==> config.mk <==
export PLATFORM = sky130hd
export DESIGN_NAME = prng_uniform_sampler
export DESIGN_NICKNAME = d
export VERILOG_FILES = /design/src/rtl/fhe_prng_pkg.sv /design/src/rtl/prng_chunk_select.sv /design/src/rtl/prng_uniform_sampler.sv
export SDC_FILE = /design/constraint.sdc
export NUM_CORES = 1
export LEC_CHECK = 0
export CAP_MARGIN = 40
export CORE_AREA = 4 4 243 245
export CTS_CLUSTER_DIAMETER = 200
export DETAILED_ROUTE_END_ITERATION = 12
export DIE_AREA = 0 0 247 249
export HOLD_SLACK_MARGIN = 0.03
export PLACE_DENSITY = 0.72
export SYNTH_ARGS = -nofsm -noshare
export SYNTH_HDL_FRONTEND = slang
export SYNTH_HIERARCHICAL = 1
export SYNTH_SLANG_ARGS = --single-unit
export TNS_END_PERCENT = 30
==> constraint.sdc <==
create_clock -name clk -period 7 [get_ports clk]
set_input_delay 1.4 -clock clk [delete_from_list [all_inputs] [get_ports clk]]
set_output_delay 1.4 -clock clk [all_outputs]
set_load 0.1 [all_outputs]
==> src/rtl/fhe_prng_pkg.sv <==
// Shared constants and state encoding for the PRNG uniform sampler.
// Q/N/CW define the target ring; a 512-bit block yields 36 chunks.
package fhe_prng_pkg;

  localparam int Q      = 12289;
  localparam int N      = 256;
  localparam int CW     = 14;
  localparam int NCHUNK = 36;
  localparam int BLK_W  = 512;
  localparam int PW     = 6;

  typedef enum logic [1:0] {
    S_IDLE,
    S_WAIT_BLK,
    S_SCAN,
    S_DONE
  } state_t;

endpackage

==> src/rtl/prng_chunk_select.sv <==
// Picks chunk ptr out of the block buffer and flags it when below Q.
// Bits above the last whole chunk are never selected.
module prng_chunk_select
  import fhe_prng_pkg::*;
#(
  parameter int P_Q  = fhe_prng_pkg::Q,
  parameter int P_CW = fhe_prng_pkg::CW
) (
  input  logic [BLK_W-1:0] buffer,
  input  logic [PW-1:0]    ptr,
  output logic [P_CW-1:0]  chunk,
  output logic             accept
);

  logic w_unused_tail;

  assign w_unused_tail = ^buffer[BLK_W-1:NCHUNK*P_CW];

  always_comb begin
    chunk = '0;
    for (int k = 0; k < NCHUNK; k++) begin
      if (ptr == PW'(k)) chunk = buffer[P_CW*k +: P_CW];
    end
  end

  assign accept = 32'(chunk) < 32'(P_Q);

endmodule

==> src/rtl/prng_uniform_sampler.sv <==
// Rejection sampler: turns 512-bit PRNG blocks into N coefficients
// uniform in [0, Q), streamed out over a valid/ready handshake.
module prng_uniform_sampler
  import fhe_prng_pkg::*;
#(
  parameter int Q  = fhe_prng_pkg::Q,
  parameter int N  = fhe_prng_pkg::N,
  parameter int CW = fhe_prng_pkg::CW
) (
  input  logic             clk,
  input  logic             rst,
  input  logic             start,
  input  logic [BLK_W-1:0] prng_data,
  input  logic             prng_valid,
  output logic             prng_ready,
  output logic [CW-1:0]    coeff,
  output logic [7:0]       coeff_idx,
  output logic             coeff_valid,
  input  logic             coeff_ready,
  output logic             poly_done,
  output logic             busy,
  output logic [15:0]      reject_cnt
);

  state_t           r_state;
  state_t           w_next;
  logic [BLK_W-1:0] r_buf;
  logic [PW-1:0]    r_ptr;
  logic [7:0]       r_idx;
  logic [15:0]      r_cnt;
  logic [15:0]      r_rej;

  logic [CW-1:0]    w_chunk;
  logic             w_accept;
  logic             w_last_chunk;
  logic             w_last_coef;

  prng_chunk_select #(
    .P_Q  (Q),
    .P_CW (CW)
  ) u_sel (
    .buffer (r_buf),
    .ptr    (r_ptr),
    .chunk  (w_chunk),
    .accept (w_accept)
  );

  assign w_last_chunk = r_ptr == PW'(NCHUNK - 1);
  assign w_last_coef  = r_cnt == 16'(N - 1);

  always_comb begin
    w_next = r_state;
    unique case (r_state)
      S_IDLE:     if (start) w_next = S_WAIT_BLK;
      S_WAIT_BLK: if (prng_valid) w_next = S_SCAN;
      S_SCAN: begin
        if (!w_accept) begin
          if (w_last_chunk) w_next = S_WAIT_BLK;
        end else if (coeff_ready) begin
          if (w_last_coef)       w_next = S_DONE;
          else if (w_last_chunk) w_next = S_WAIT_BLK;
        end
      end
      S_DONE:     w_next = S_IDLE;
      default:    w_next = S_IDLE;
    endcase
  end

  always_ff @(posedge clk) begin
    if (rst) begin
      r_state <= S_IDLE;
      r_buf   <= '0;
      r_ptr   <= '0;
      r_idx   <= '0;
      r_cnt   <= '0;
      r_rej   <= '0;
    end else begin
      r_state <= w_next;
      unique case (r_state)
        S_IDLE: begin
          if (start) begin
            r_idx <= '0;
            r_cnt <= '0;
            r_rej <= '0;
          end
        end
        S_WAIT_BLK: begin
          if (prng_valid) begin
            r_buf <= prng_data;
            r_ptr <= '0;
          end
        end
        S_SCAN: begin
          if (!w_accept) begin
            r_ptr <= r_ptr + 1'b1;
            if (r_rej != 16'hFFFF) r_rej <= r_rej + 1'b1;
          end else if (coeff_ready) begin
            r_ptr <= r_ptr + 1'b1;
            r_idx <= r_idx + 1'b1;
            r_cnt <= r_cnt + 1'b1;
          end
        end
        default: ;
      endcase
    end
  end

  assign prng_ready  = r_state == S_WAIT_BLK;
  assign coeff_valid = (r_state == S_SCAN) && w_accept;
  assign coeff       = coeff_valid ? w_chunk : '0;
  assign coeff_idx   = r_idx;
  assign poly_done   = r_state == S_DONE;
  assign busy        = r_state != S_IDLE;
  assign reject_cnt  = r_rej;

endmodule

==> metrics.txt <==
antenna-violating nets left 0; WS Path Type reg -> out; CTS tree built; Multi-input gate area around 13000 µm²; clk slew on worst S/H paths approximately 0.060 ns; crit path launch type flop; Die ar. between 60000 and 70000 µm²; Worst Clk Skew 0.02537 ns; clk_lat worst skew approximately 0.63 ns; Die Y around 250 µm; post-place setup slack around 0.7 ns; Worst Tran Pin Value around 1.3 ns; IO buf count between 500 and 600; setup violators final 0; initial antenna violation count 18; Fillers around 5300; Core Region between 50000 and 60000 µm²; final wirelength about 110000 µm; detailed-route via count approximately 27000; critical path, cell by cell buf_4 > mux2_2 > o22ai_1 > a21oi_1 > a211oi_1 > o221ai_1 > nor2b_1 > or4_1 > o41ai_4 > buf_4 > and3_1 > buf_12; DRT iter0 DRCs approximately 2700; Synth Instances around 3300; 1st-pass router iterations 8; Nets about 4300; CP arrival around 5.5 ns; total gr overflow 0; Pwr per Cell Area ~240 nW/µm²; most common cell after layout, fill and taps aside nand2_1; clock power share between 30% and 40%; R2R Path Start r_ptr[1]$_SDFFE_PP0P_; unrepaired setup endpoints after global routing no; Worst path slowest cell dfxtp_4; sequential fraction of design power between 40 and 50%; I/O pins roughly 560; CTS Hold Bufs 0; Avg Synthesized Cell Area ~7.6 µm²; CP max FO between 40 and 50; H-Tree Depth 2; crit share post-route slightly below 100%; cell depth of the worst flop-to-flop path 15; cell repeated most along the worst path buf_4; first-pass GRT wire length between 150000 and 200000 µm; worst hold margin 0.4503 ns; cell family with most CP delay compound AO/OA/AOI/OAI gates; DRC errors left 0; max_slew headroom 11.25%; Pint between 5000 and 6000 µW; DR vias/cell just under 6; gpl congestion around 1; clk buf depth 3; Reg area 11060 µm²; Global Route Usage Sum around a third; Static Leakage approximately 0.012 µW; Clock Sink Count between 500 and 600; via count of the first global-routing pass 25080; Hold Path Class reg -> reg; P&R area growth vs syn 34.85%; Max-Cap Viols 0; Worst Hold Launch r_buf[138]$_SDFFE_PP0P_; CP required 5.60 ns; switching pwr roughly 2400 µW; FMAX ~0.15 GHz; max incr delay on CP roughly 0.64 ns; cell area after synthesis about 25000 µm²; CP endpoint kind output port; drt wl/cell about 23 µm; row count around 90; Slew Limit Fails 0; hold depth 2; DPL Wire Length approximately 77000 µm; CP Depth 12; number of buffers created by CTS 58; switching portion of total power 28.89%; worst path buffer plus inverter count 3; largest net degree at the start of global routing around 230; Die Width 247 µm; Final min period between 6 and 7 ns; share of cells above drive strength 1 between 7 and 8%; Initial Utilization ~44%; Comb power frac between 10% and 20%; syn nets 3846; total negative slack 0 ns; outcome finished clean; Synth warnings 6; Peak supply drop roughly 190 µV; Critical path origin r_ptr[1]$_SDFFE_PP0P_; final setup margin 0.1461 ns; most frequent cells in the layout nand2_1, a21oi_1, dfxtp_1; Final Hold Vio Count 0; Root Driver clkbuf_16
[through the flow]
stage | utilization, % | area, µm² | power, µW | instances
6_report | 59.46 | 33980 | 8283 | 4590
2_1_floorplan | - | 25200 | 4383 | 3325
5_1_grt | 59.45 | 33980 | 8582 | 4588
4_1_cts | 59.34 | 33910 | 8296 | 4568
3_3_place_gp | 54.80 | 31310 | 5026 | 4429
3_5_place_dp | 55.83 | 31900 | 5077 | 4459
[metal layers]
layer	part of all wire, %	vias up	global-route usage [%]	routed length [µm]
li1	-	12420	-	-
met1	39	12770	41.69	41820
met2	47	1251	53.47	49920
met3	9.0	284	7.115	9641
met4	5.3	2	15.66	5702
met5	0.010	-	0	11
[final cells by class]
type | instances | area share [%]
Antenna cell | 19 | 0.1399
Clock buffer | 80 | 4.927
Clock inverter | 29 | 0.9758
Inverter | 22 | 0.2430
Multi-Input combinational cell | 2477 | 38.25
Sequential cell | 552 | 32.55
Tap cell | 765 | 2.817
Timing Repair Buffer | 646 | 20.09
[worst min-delay path, cell delays in order (launching register included)]
cell	delay [ns]
dfxtp_1	0.30
nand2_1	0.05
a21oi_1	0.05
[power groups by stage]
stage	Combinational (µW)	Clock, µW	Sequential (µW)
2_1_floorplan	806	0	3580
4_1_cts	1440	3280	3580
3_3_place_gp	1390	0	3640
5_1_grt	1570	3400	3610
3_5_place_dp	1430	0	3650
6_report	1450	3240	3580
[flip-flops by register name (all words and copies together) (netlist names)]
signal / flops
coeff_idx: 8
r_cnt: 16
r_buf: 504
reject_cnt: 16
r_ptr: 6
r_state: 2
[repair_timing]
| item | in CTS | in global routing |
|---|---|---|
| gates resized for setup | 0 | 3 |
| endpoints found under the setup margin | 0 | 15 |
| setup buffers | 0 | 0 |
[path summary, 6_finish.rpt]
kind	endpoint	slack, ns
worst min register to register	r_buf[138]$_SDFFE_PP0P_	0.45
worst max register to register	r_cnt[15]$_SDFFE_PP0P_	1.03
worst max-delay path	coeff[6]	0.15
worst min-delay path	r_buf[138]$_SDFFE_PP0P_	0.45
(Power assumes the default switching activity.)
